`config.mk`:
```
export PLATFORM = sky130hd
export DESIGN_NAME = pong_game_ctrl
export DESIGN_NICKNAME = d
export VERILOG_FILES = /design/src/rtl/pong_pkg.sv /design/src/rtl/pong_edge_det.sv /design/src/rtl/pong_game_ctrl.sv
export SDC_FILE = /design/constraint.sdc
export NUM_CORES = 1
export LEC_CHECK = 0
export CAP_MARGIN = 20
export CORE_AREA = 3 3 48 59
export DETAILED_ROUTE_END_ITERATION = 7
export DIE_AREA = 0 0 51 62
export PLACE_DENSITY = 0.68
export SYNTH_ARGS = -nofsm -noshare
export SYNTH_HDL_FRONTEND = slang
export SYNTH_SLANG_ARGS = --single-unit
```
`constraint.sdc`:
```
create_clock -name clk -period 1.2 [get_ports clk]
set_input_delay 0.3 -clock clk [delete_from_list [all_inputs] [get_ports clk]]
set_output_delay 0.3 -clock clk [all_outputs]
set_load 0.01 [all_outputs]
```
`src/rtl/pong_pkg.sv`:
```
// Shared types and constants for the pong game sequencer.
// States, serve directions and the default winning score.
package pong_pkg;

  typedef enum logic [2:0] {
    ST_IDLE     = 3'd0,
    ST_SERVE    = 3'd1,
    ST_PLAY     = 3'd2,
    ST_WAIT_UPD = 3'd3,
    ST_POINT    = 3'd4,
    ST_GAMEOVER = 3'd5
  } state_e;

  localparam logic DIR_LEFT  = 1'b0;
  localparam logic DIR_RIGHT = 1'b1;

  localparam int WIN_SCORE_DEF = 5;

endpackage

```
`src/rtl/pong_edge_det.sv`:
```
// Registered rising-edge detector for a debounced button level.
// A press is current level high while the registered level is low.
module pong_edge_det
  import pong_pkg::*;
(
  input  logic clk,
  input  logic Reset,
  input  logic d,
  output logic rise
);

  logic d_q;
  logic d_d;

  always_comb d_d = d;

  always_ff @(posedge clk) begin
    if (Reset) d_q <= 1'b0;
    else       d_q <= d_d;
  end

  assign rise = d & ~d_q;

endmodule

```
`src/rtl/pong_game_ctrl.sv`:
```
// Frame-level serve/play/point/game-over sequencer for pong.
// Define PONG_AUTOSERVE_EN to leave SERVE after SERVE_FRAMES ticks.
module pong_game_ctrl
  import pong_pkg::*;
#(
  parameter int WIN_SCORE    = WIN_SCORE_DEF,
  parameter int SCORE_W      = 4,
  parameter int SERVE_FRAMES = 60
) (
  input  logic               clk,
  input  logic               Reset,
  input  logic               frame_tick,
  input  logic               BTN_NORT,
  input  logic               upd_done,
  input  logic               miss_left,
  input  logic               miss_right,
  output logic               upd_en,
  output logic               ball_center,
  output logic               serve_dir,
  output logic [SCORE_W-1:0] score_l,
  output logic [SCORE_W-1:0] score_r,
  output logic               game_over,
  output logic               frame_overrun,
  output logic [2:0]         state_o
);

  localparam logic [SCORE_W-1:0] WIN =
    SCORE_W'(WIN_SCORE);

  state_e             state_q, state_d;
  logic               upd_q, upd_d;
  logic               bc_q, bc_d;
  logic               dir_q, dir_d;
  logic [SCORE_W-1:0] sl_q, sl_d;
  logic [SCORE_W-1:0] sr_q, sr_d;
  logic               go_q, go_d;
  logic               ovr_q, ovr_d;
  logic               pend_q, pend_d;
  logic               press;
  logic               tick_ok;
  logic               tick_bad;

`ifdef PONG_AUTOSERVE_EN
  localparam int CW = $clog2(SERVE_FRAMES + 1);
  localparam logic [CW-1:0] LAST =
    CW'(SERVE_FRAMES - 1);
  logic [CW-1:0] cnt_q, cnt_d;
`endif

  pong_edge_det u_btn_nort (
    .clk   (clk),
    .Reset (Reset),
    .d     (BTN_NORT),
    .rise  (press)
  );

  // pend_q: a SERVE-state update is out and not yet acknowledged
  assign tick_ok  = frame_tick &&
    (state_q == ST_PLAY ||
     (state_q == ST_SERVE && !pend_q));
  assign tick_bad = frame_tick &&
    (state_q == ST_WAIT_UPD ||
     (state_q == ST_SERVE && pend_q));

  always_comb begin
    state_d = state_q;
    dir_d   = dir_q;
    sl_d    = sl_q;
    sr_d    = sr_q;
    ovr_d   = ovr_q | tick_bad;
    pend_d  = 1'b0;
    upd_d   = tick_ok;
`ifdef PONG_AUTOSERVE_EN
    cnt_d   = '0;
`endif
    unique case (state_q)
      ST_IDLE: begin
        if (press) state_d = ST_SERVE;
      end
      ST_SERVE: begin
        pend_d = tick_ok | (pend_q & ~upd_done);
`ifdef PONG_AUTOSERVE_EN
        cnt_d = cnt_q + CW'(frame_tick);
        if (press || (frame_tick && cnt_q == LAST)) begin
          state_d = ST_PLAY;
          pend_d  = 1'b0;
        end
`else
        if (press) begin
          state_d = ST_PLAY;
          pend_d  = 1'b0;
        end
`endif
      end
      ST_PLAY: begin
        if (frame_tick) state_d = ST_WAIT_UPD;
      end
      ST_WAIT_UPD: begin
        if (upd_done) begin
          state_d = ST_POINT;
          unique case (1'b1)
            miss_left && !miss_right: begin
              if (sr_q < WIN) sr_d = sr_q + 1'b1;
              dir_d = DIR_LEFT;
            end
            miss_right && !miss_left: begin
              if (sl_q < WIN) sl_d = sl_q + 1'b1;
              dir_d = DIR_RIGHT;
            end
            miss_left && miss_right: ;
            default: state_d = ST_PLAY;
          endcase
        end
      end
      ST_POINT: begin
        if (sl_q == WIN || sr_q == WIN)
          state_d = ST_GAMEOVER;
        else
          state_d = ST_SERVE;
      end
      ST_GAMEOVER: begin
        if (press) begin
          sl_d    = '0;
          sr_d    = '0;
          state_d = ST_SERVE;
        end
      end
      default: state_d = ST_IDLE;
    endcase
    bc_d = (state_d == ST_IDLE) ||
           (state_d == ST_SERVE) ||
           (state_d == ST_GAMEOVER);
    go_d = (state_d == ST_GAMEOVER);
  end

  always_ff @(posedge clk) begin
    if (Reset) begin
      state_q <= ST_IDLE;
      upd_q   <= 1'b0;
      bc_q    <= 1'b1;
      dir_q   <= DIR_RIGHT;
      sl_q    <= '0;
      sr_q    <= '0;
      go_q    <= 1'b0;
      ovr_q   <= 1'b0;
      pend_q  <= 1'b0;
`ifdef PONG_AUTOSERVE_EN
      cnt_q   <= '0;
`endif
    end else begin
      state_q <= state_d;
      upd_q   <= upd_d;
      bc_q    <= bc_d;
      dir_q   <= dir_d;
      sl_q    <= sl_d;
      sr_q    <= sr_d;
      go_q    <= go_d;
      ovr_q   <= ovr_d;
      pend_q  <= pend_d;
`ifdef PONG_AUTOSERVE_EN
      cnt_q   <= cnt_d;
`endif
    end
  end

  assign upd_en        = upd_q;
  assign ball_center   = bc_q;
  assign serve_dir     = dir_q;
  assign score_l       = sl_q;
  assign score_r       = sr_q;
  assign game_over     = go_q;
  assign frame_overrun = ovr_q;
  assign state_o       = state_q;

endmodule

```
Word level (Yosys, flattened, before mapping)

Cells that the tools add are included.

Add/subtract/negate cells: 2
Magnitude comparators: 2
Equality and inequality tests: 15
Multiplexer cells: 17
Bitwise gates (word level): 7
Reduce and logical (&&, ||, !) cells: 25

Operator list:

| cell                | number |
|---|---|
| $mux 4              | 7 |
| $mux 3              | 6 |
| $pmux 4 s2          | 2 |
| $pmux 3 s5          | 1 |
| $reduce_and 5->1    | 2 |
| $eq 3x3->1 const B  | 3 |
| $add 4x1->4 const B | 2 |
| $eq 4x3->1 const B  | 2 |
| $lt 4x3->1 const B  | 2 |
| $ne 2x1->1 const B  | 4 |
| $logic_and 1x1->1   | 7 |
| $eq 3x1->1 const B  | 2 |
| $eq 3x2->1 const B  | 2 |
| $logic_not 3->1     | 2 |
| $reduce_or 3->1     | 2 |
| $logic_or 1x1->1    | 5 |
| $ne 2x2->1 const B  | 2 |
| $reduce_bool 2->1   | 2 |
| $logic_not 1->1     | 3 |
| $not 1->1           | 3 |
| $reduce_and 3->1    | 1 |
| $and 1x1->1         | 2 |
| $or 1x1->1          | 2 |
| $pmux 1 s2          | 1 |
| $reduce_or 2->1     | 1 |

Bits in registers: 18
Input bits: 7
Output and inout port bits: 16
Word-level logic and storage cells: 78

Logic depth before layout (Yosys ltp)

Word-level depth: 9
Depth in mapped cells: 6

Hierarchy

Synthesis repeated with hierarchy kept, for this count alone.

Cell total of the unflattened synthesis: 112
Area total of the unflattened synthesis: 1013.5 µm²

By module, submodules not included:

| module         | instances | cells an instance | area an instance (µm²) | seq. area each (µm²) |
|---|---|---|---|---|
| pong_game_ctrl | 1         | 109               | 965.9                  | 340.3 |
| pong_edge_det  | 1         | 3                 | 47.5                   | 20.0 |

Worst setup path before layout

Ideal clock, no wire load.

Path type: flip-flop to flip-flop
Start: register state_q[0], in the netlist state_o[0]
End: register dir_q, in the netlist serve_dir
Library setup time: 0.122 ns
Arrival time: 1.216 ns
Slack: -0.139 ns
Stages on the path, launching flop included: 5
Path through: dfxtp_1 buf_2 and4b_1 a21boi_0 a311o_1

Longest elaborated chain between the ends: 2

Ends and longest elaborated chain:

| what                       | RTL line              | RTL |
|---|---|---|
| start: declaration         | pong_game_ctrl.sv:30  | `state_e state_q, state_d;` |
| start signal: assignment   | pong_game_ctrl.sv:151 | `state_q <= state_d;` |
| $eq 3x2->1                 | pong_game_ctrl.sv:76  | `unique case (state_q)` |
| $reduce_and 3->1 (no line) | -                     |  |
| end signal: assignment     | pong_game_ctrl.sv:154 | `dir_q <= dir_d;` |
| end: declaration           | pong_game_ctrl.sv:33  | `logic dir_q, dir_d;` |

Every way passes these cells.
A chain may end at the register's enable or synchronous reset.

Worst setup path in the final report

Start: input miss_left
End: register sl_q[2], in the netlist score_l[2]

Longest elaborated chain between the ends: 4

Ends and longest elaborated chain:

| what                       | RTL line              | RTL |
|---|---|---|
| start: declaration         | pong_game_ctrl.sv:15  | `input logic miss_left,` |
| $logic_not 1->1            | pong_game_ctrl.sv:106 | `miss_right && !miss_left: begin` |
| $logic_and 1x1->1          | pong_game_ctrl.sv:106 |  |
| $ne 2x1->1 (no line)       | -                     |  |
| $reduce_and 5->1 (no line) | -                     |  |
| end signal: assignment     | pong_game_ctrl.sv:155 | `sl_q <= sl_d;` |
| end: declaration           | pong_game_ctrl.sv:34  | `logic [SCORE_W-1:0] sl_q, sl_d;` |

Every way passes these cells.

==> out/metrics.cfg <==
[outcome]
outcome=finished with violations
failed_checks=negative setup slack

[timing]
slew_viol_final=0
worst_slew_margin_rel=0.842
worst-slew-pin-transition_ps=234
period_minus_ws_final_ps=1250
worst_hold_slack_ps=329
max_clock_freq_mhz=801
final.setup.worst_slack_ps=-48.2
fin_crit_sh=1.04
hold_viol=0
finClkSkew_ps=4.71
finalSetupViolations=3
rsz0062_at_grt=yes

[detailed_routing]
post_drt_via_cell_ratio=5.05
detailedRoute.firstPassIterationCount=4
drc=0
drtIter0Drc=11
detail_route.wirelength_mm=2.27
wire_per_inst_um=13.4
routed-via-count=854
ant_nets=0

[layout]
num-nets-final=155
total_inserted_antenna_cells=0
layout-drive-gt1-share=0.551
area_delta_synth_final_pct=56.7
mostFrequentLayoutCells=19 x sky130_fd_sc_hd__buf_4, 9 x sky130_fd_sc_hd__buf_2, 8 x sky130_fd_sc_hd__nor2_1
final_common_cell=sky130_fd_sc_hd__buf_4
finished_layout_cell_area_um2=1470
finalCoreUtilization=0.637

[pwr]
leakagePower_nw=0.620
p_per_area_nw_per_um2=824
ir_drop_mv=0.612

[synthesis]
synth.cell_area_um2=937
synthFlopType=sky130_fd_sc_hd__dfxtp_1
avgSynthCellArea_um2=9.86
synth_largest_area_cell=sky130_fd_sc_hd__dfxtp_1
synth.lib_cells_used.distinct=34
post_synth_edffs=0
synthArstFlopShare=0
synth-seq-area-share=0.385
ys.warnings.count=0
synth_nets=111
synth_top_cell_area_share=0.385
synthCells=95
ys_ff_latch=18
synth.area.top_cells=sky130_fd_sc_hd__dfxtp_1 38%, sky130_fd_sc_hd__ha_1 12%, sky130_fd_sc_hd__nor2_1 4.0%, sky130_fd_sc_hd__xnor2_1 3.7%, sky130_fd_sc_hd__inv_1 3.6%

[place]
hpwlAfterDp_mm=1.68
place_ws_ps=-556
detailed_place.area_um2=1340
place.gp.congestion=0.857
buffer_ports.inserted=22

[clock_network]
clock_tree_from_tritoncts=built
clkSlewWorstSetupHoldPaths_ps=100
insertion_delay_ps=290
cts_inserted_buffers=3
cts_root_buf=sky130_fd_sc_hd__clkbuf_4
cts_sinks=18
clock_tree.buffer_depth=2
cts_max_level=1

[critical_path]
worstPathMaxFanout=2
critPathRequiredTime_ps=1390
worst_path_dominant_cell_family=simple AND/OR/NAND/NOR gates
logic_depth_of_the_worst_setup_path_including_buffers=7
crit_slowest_cell=sky130_fd_sc_hd__nor4b_4
critPathLaunchType=primary input
critPathMaxStageDelay_ps=300
rr_worst_depth=6
critical_path_buf_inv_count=2
crit_arrival_ps=1430
setup.reg_to_reg.worst_slack_ps=-40
worst-setup-path-type=in2reg
worstSetupEndpointType=flip-flop
critical_path.cell_chain=dlygate4sd2_1 > inv_2 > ha_2 > nand2b_4 > nor4b_4 > xnor2_1 > nor2_1

[global_route]
vias_in_the_first_global_route=844
grt_antenna_before_repair=0
first_pass_grt_wire_length_mm=3.67
globalRouteTotalUtil=0.154
use_met3=0.0263
grt.overflow.total=0
met2_usage=0.297
grt_max_degree=11
gr-usage-met1=0.166
global_route.peak_usage_layer=met2

[worst_hold_path]
hp-class=in2reg
hold_path_cell_cnt=2

[run]
timing.max_cap.violations=0

[floorplan]
std_cell_rows=19
initial_cell_density_of_the_core=0.406
die_w_um=51
die_y_um=62
die_area_um2=3160
coreArea_um2=2310
pin_count=23

-- synth_stat cells (2+ instances only) --
library cell                n
sky130_fd_sc_hd__nand2_1    4
sky130_fd_sc_hd__nor3_1     2
sky130_fd_sc_hd__ha_1       9
sky130_fd_sc_hd__xnor2_1    4
sky130_fd_sc_hd__mux2i_1    3
sky130_fd_sc_hd__nor2_1    10
sky130_fd_sc_hd__inv_1      9
sky130_fd_sc_hd__clkbuf_1   2
sky130_fd_sc_hd__dfxtp_1   18
sky130_fd_sc_hd__a21oi_1    2
sky130_fd_sc_hd__nor4b_2    2
sky130_fd_sc_hd__nor2b_1    5
sky130_fd_sc_hd__nand2b_1   2
sky130_fd_sc_hd__o21ai_0    2
sky130_fd_sc_hd__a41o_1     2
-- sequential cells by signal, indices dropped and copies added (netlist names) --
name            count
ball_center         1
frame_overrun       1
game_over           1
pend_q              1
score_l             4
score_r             4
serve_dir           1
state_o             3
u_btn_nort.d_q      1
upd_en              1
-- per-stage QoR --
stage / TNS, ps / instances / power (mW)
after floorplan: -25.7 / 95 / 0.744
after global placement: -6460 / 163 / 0.843
after detailed placement: -6750 / 163 / 0.851
after CTS: -137 / 169 / 1.22
after global routing: -574 / 169 / 1.28
final: -120 / 169 / 1.21
-- repair_timing --
action | 4_1_cts | 5_1_grt
resized for setup | 76 | 25
buffers inserted | 2 | 0
hold buffers | 0 | 0
pin swaps | 12 | 10
setup endpoints to repair | 30 | 25
-- where the power goes --
part / total, mW / internal (mW) / switching, mW / leakage, nW
Sequential: 0.634 / 0.612 / 0.0226 / 0.152
Clock: 0.369 / 0.185 / 0.184 / 0.0210
Combinational: 0.208 / 0.107 / 0.100 / 0.447
Total: 1.21 / 0.903 / 0.307 / 0.620
-- path summary, 6_finish.rpt --
kind                                    start             end
worst max-delay path                miss_left      score_l[2]
worst min-delay path                 BTN_NORT  u_btn_nort.d_q
worst max register to register     score_l[0]      score_l[1]
worst min register to register  frame_overrun   frame_overrun
-- per-layer routing --
metal | wire length [µm] | vias up
met5 | 0 | -
met4 | 34 | 0
met3 | 114 | 4
met2 | 1220 | 26
met1 | 905 | 402
li1 | - | 422
-- cells by family (layout without fill, tap and decap cells) --
group                      Yosys count  in the layout  synth area share
xor gates and xnor gates             5              5            0.0467
muxes                                4              4            0.0441
AOI/OAI and AO/OA                   13             13             0.104
DFF                                 18             18             0.385
and+or+nand+nor                     34             34             0.251
buffers and inverters               12             55            0.0494
adders and majority gates            9              9             0.120
-- layout make-up --
type,instances,area (µm²)
Inverter,9,38.8
Clock buffer,4,36.3
Sequential cell,18,384
Tap cell,31,38.8
Timing Repair Buffer,42,309
Fill cell,200,837
Multi-Input combinational cell,65,662
(Power assumes the default switching activity.)
==> variant 1 (same flow settings) <==
Put one more register stage on the output `frame_overrun`, with the module's reset. The value now appears one clock later. The other outputs are not delayed to match.
--- a/src/rtl/pong_game_ctrl.sv
+++ b/src/rtl/pong_game_ctrl.sv
@@ -171,3 +171,9 @@
   assign game_over     = go_q;
-  assign frame_overrun = ovr_q;
+  always_ff @(posedge clk) begin
+    if (Reset) begin
+      frame_overrun <= '0;
+    end else begin
+      frame_overrun <= ovr_q;
+    end
+  end
   assign state_o       = state_q;
Check against the original RTL: not equivalent (Yosys sat finds a counterexample within 4 cycles, from zero or initial values and one cycle with Reset high).
==> variant 1 against the original RTL <==
The run still ends with setup timing left; sequential cell count is 1 higher; maximum frequency is 2.3% lower; die area stayed put; routed wire length is 11% higher; count of clock-buffer cells in the layout is 1 lower; sequential power is 3.8% higher; critical path depth is 3 lower; clock skew is 0.96 ps lower; area after synthesis is 4.8% higher; cell area is 12% higher; setup slack worse by 30 ps; total power is 5.0% higher; cell count is 8.3% higher.
==> variant 1: results (changes against the original RTL) <==
placement:
  place_area_sq_um: 1450  # +8.5%
  io_buffers: 22  # unchanged
  dp_hpwl_mm: 1.81  # +8.3%
  gp_congestion: 0.802  # -6.4%
yosys:
  synth_ff_type: "dfxtp_1"
  ys_top_cells_by_area: "dfxtp_1, ha_1, xnor2_1, nor2_1, mux2i_1"
  synth-async-reset-ratio_pct: 0  # unchanged
  ys_types: 34  # unchanged
  synthesis.nets: 115  # +3.6%
  synth_common_cells: "dfxtp_1, ha_1, nor2_1, inv_1"
  yosysSeqAreaShare_pct: 38.7  # +0.27 points
clocking:
  numCtsBuffers: 3  # unchanged
  cts_resized: 71  # -6.6%
  h-tree-depth: 1  # unchanged
  cts_root_buf: "clkbuf_4"
  clk_pin_slew_ps: 110
  insertion_delay_ps: 310  # +20 ps
  cts_setup_buffers: 6  # +4
  clockBufferDepth: 2  # unchanged
detailed_routing:
  drtPass1Iterations: 3  # -1
  wl_per_cell_um: 13.8  # +2.9%
  drt_iter0_drc: 5  # -6
  vias: 897  # +5.0%
grt:
  grt_max_degree: 12  # +1
  grt_pass1_wl_mm: 4.00  # +9.0%
  antenna_found_initial: 0  # unchanged
  grt_pass1_vias: 934  # +11%
  grt_util_all_layers_pct: 17.3  # +1.9 points
run_status:
  outcome: "finished with violations"
  failed_checks: "setup timing"
pwr:
  p_leak_nw: 0.709  # +14%
  power_density_nw_per_um2: 776  # -5.9%
  peakVddDrop_mv: 0.808  # +32%
setup_path:
  worstPathArrival_ps: 1490  # +60 ps
  ff2ff_path_depth: 4  # -2
  startpoint: "state_o[2]$_SDFF_PP0_"
  cp-endpoint: "score_r[1]$_SDFFE_PP0P_"
  cp_max_fo: 5  # +3
sta:
  setup_viol: 8  # +5
  setup_ws_ps: -77.8  # -29.6 ps
  fin_skew_ps: 3.75  # -0.964 ps
  slew_headroom_pct: 80.7  # -3.5 points
hold_path:
  min_path_type: "input pin to flop"
  holdPathStages: 2  # unchanged
  min_from: "BTN_NORT"
layout:
  fillers: 199  # -0.50%
  fin_nets: 169  # +9.0%
  drive_gt1_share_pct: 60.5  # +5.5 points
-- variant 1: changes by cell type after synthesis, sizes merged, moves of 2 or more --
cell and delta:
nor3 -2, nor2 +3, nand2b +2, a41o -2
-- variant 1: where the power goes --
group	switching, mW	internal (mW)	leakage [nW]
registers	0.0202	0.638	0.161
clock network	0.214	0.125	0.0177
logic	0.125	0.150	0.530
total	0.359	0.913	0.709
-- variant 1: per-stage QoR --
stage	setup TNS (ps)	power (mW)	std cells	worst slack, ps	hold slack (ps)
after floorplan	-29.3	0.787	99	-10.3	428
after global placement	-6580	0.895	170	-530	450
after detailed placement	-6950	0.900	170	-584	455
after CTS	-344	1.25	180	-70.3	355
after global routing	-955	1.33	183	-148	384
final	-335	1.27	183	-77.8	351
-- variant 1: worst max-delay path: stages, from the launching register on --
cell and delay (ps):
dfxtp_4 380, nand4b_4 250, nor3_4 240, mux2i_1 230, nor2_1 70
-- variant 1: metal layers --
layer / part of all wire [%] / wire length, um / vias up / GRT usage (%)
li1: - / - / 447 / -
met1: 39 / 989 / 428 / 16.4
met2: 55 / 1400 / 18 / 35.5
met3: 3.6 / 90 / 4 / 4.53
met4: 1.8 / 46 / 0 / 5.77
met5: 0 / 0 / - / 0
-- variant 1: area by class of cell --
| type | instances | share of cell area, % |
|---|---|---|
| multi-input combinational | 70 | 45.4 |
| clock buffer | 3 | 1.37 |
| clock inverter | 1 | 0.305 |
| sequential | 19 | 25.1 |
| inverter | 8 | 2.29 |
| tap | 31 | 2.37 |
| timing repair buffer | 51 | 23.1 |
-- variant 1: cells by family after synthesis --
family,after synthesis,synth area share (%)
buf+inv,10,4.20
mux,3,3.06
xor+xnor,5,4.46
fa+ha+maj,9,11.5
simple gates,38,26.9
compound gates,15,11.2
flops,19,38.7
==> variant 2 (config.mk and constraints unchanged) <==
Without the edit above. Change the parameter `SCORE_W` from 4 to 3.
--- a/src/rtl/pong_game_ctrl.sv
+++ b/src/rtl/pong_game_ctrl.sv
@@ -6,3 +6,3 @@
   parameter int WIN_SCORE    = WIN_SCORE_DEF,
-  parameter int SCORE_W      = 4,
+  parameter int SCORE_W      = 3,
   parameter int SERVE_FRAMES = 60
Interface: changed (resized score_l and score_r); port bits go from 23 to 21. The function was not compared with the original's and may differ.
==> variant 2 against the original RTL <==
The run still ends with setup timing left; clock skew shrank 3.2 ps; global-route usage shrank 1.0 points; critical path depth shrank 3; worst hold slack gained 69 ps; count of clock-buffer cells in the layout is the same; setup slack lost 77 ps; area after synthesis shrank 7.1%; total power shrank 12%; core utilization shrank 8.2 points; routed wire length shrank 6.8%; sequential cell count shrank 2; maximum frequency shrank 5.8%; via count grew 0.82%; cell area shrank 13%; largest power group unchanged.
==> variant 2: results (changes against the original RTL) <==
pwr:
  p_leak_nw: 0.576  # -7.1%
  peakVddDrop_mv: 0.556  # -9.2%
  power.internal_mw: 0.777  # -14%
layout:
  fin_cells: 168  # -0.59%
  fin_nets: 152  # -1.9%
  drive_gt1_share_pct: 39.4  # -16 points
  fillers: 243  # +22%
sta:
  tightest_slew_ps: 246  # +11.9 ps
  setup_viol: 9  # +6
  fin_skew_ps: 1.48  # -3.23 ps
  setup_ws_ps: -125  # -77.2 ps
grt:
  grt_pass1_vias: 797  # -5.6%
  grt_pass1_wl_mm: 3.38  # -7.9%
  grt_max_degree: 12  # +1
  grt_util_all_layers_pct: 14.4  # -1.0 points
yosys:
  ys_top_cells_by_area: "dfxtp_1, ha_1, o21ai_0, inv_1, nor2_1"
  syn_area_per_cell_sq_um: 8.98  # -9.0%
  synth_common_cells: "dfxtp_1, inv_1, o21ai_0, ha_1, nor2_1"
  synth_mux_area_share_pct: 1.15  # -3.3 points
  synth_compound_area_share_pct: 20.7  # +10 points
  synthAdderAreaFrac_pct: 10.1  # -2.0 points
  synth-xor-area-share_pct: 1.01  # -3.7 points
  yosysSeqAreaShare_pct: 36.8  # -1.7 points
detailed_routing:
  wl_per_cell_um: 12.6  # -6.3%
  drt_iter0_drc: 18  # +7
  viasPerCell: 5.13  # +1.4%
placement:
  placed_cells: 159  # -2.5%
  gp_congestion: 0.843  # -1.6%
  dp_hpwl_mm: 1.59  # -5.0%
  place_area_sq_um: 1190  # -11%
setup_path:
  worstPathArrival_ps: 1510  # +80 ps
  cp_max_fo: 6  # +4
  cp_slowest_stage_delay_ps: 380  # +80 ps
  slowest_stage: "dfxtp_4"
  ff2ff_path_depth: 4  # -2
run_status:
  failed_checks: "setup timing"
  outcome: "finished with violations"
clocking:
  clk_pin_slew_ps: 90
==> variant 2: final cells by class <==
cell class | instances | area, sq um | area share (%)
Multi-Input combinational cell | 70 | 532 | 41.5
Tap cell | 31 | 38.8 | 3.03
Timing Repair Buffer | 39 | 305 | 23.9
Inverter | 8 | 32.5 | 2.54
Sequential cell | 16 | 345 | 27.0
Clock buffer | 4 | 26.3 | 2.05
==> variant 2: worst paths after layout <==
kind                                 start                        end  slack (ps)
setup / recovery     state_o[1]$_SDFF_PP0_    score_r[2]$_SDFFE_PP0P_        -130
hold / removal                    BTN_NORT  u_btn_nort.d_q$_SDFF_PP0_         400
setup reg to reg     state_o[1]$_SDFF_PP0_    score_r[2]$_SDFFE_PP0P_        -130
hold reg to reg   frame_overrun$_SDFF_PP0_   frame_overrun$_SDFF_PP0_         480
==> variant 2: worst register-to-register path, stage by stage, from the launching register on <==
cell and delay, ps:
dfxtp_4 380, and4bb_2 260, o21a_4 220, and4_1 200, o21a_1 160
==> variant 2: cells by family (layout without fill, tap and decap cells) <==
logic type                 Yosys count  count (layout)
and+or+nand+nor                     33              33
buffers and inverters               11              51
xor gates and xnor gates             1               1
muxes                                1               1
DFF                                 16              16
AOI/OAI and AO/OA                   28              28
adders and majority gates            7               7
==> variant 2: power by group through the flow <==
stage,registers (mW),logic (mW),clock network [mW]
floorplan,0.584,0.110,0
global placement,0.577,0.210,0
detailed placement,0.578,0.214,0
CTS,0.563,0.212,0.311
global route,0.563,0.231,0.339
finish,0.559,0.209,0.302
==> variant 2: layer usage <==
| metal | share of wire (%) | vias to the layer above | global-route usage, % |
|---|---|---|---|
| met3 | 5.3 | 5 | 3.34 |
| met2 | 51 | 21 | 26.0 |
| met1 | 41 | 410 | 15.0 |
| met4 | 2.3 | 0 | 9.62 |
| li1 | - | 425 | - |
| met5 | 0 | - | 0 |
==> variant 2: repair_timing <==
action                     in CTS  in global routing
buffers inserted                2                  3
hold buffers                    0                  0
setup endpoints to repair      24                 21
pin swaps                       7                  6
gates resized for setup        60                 14
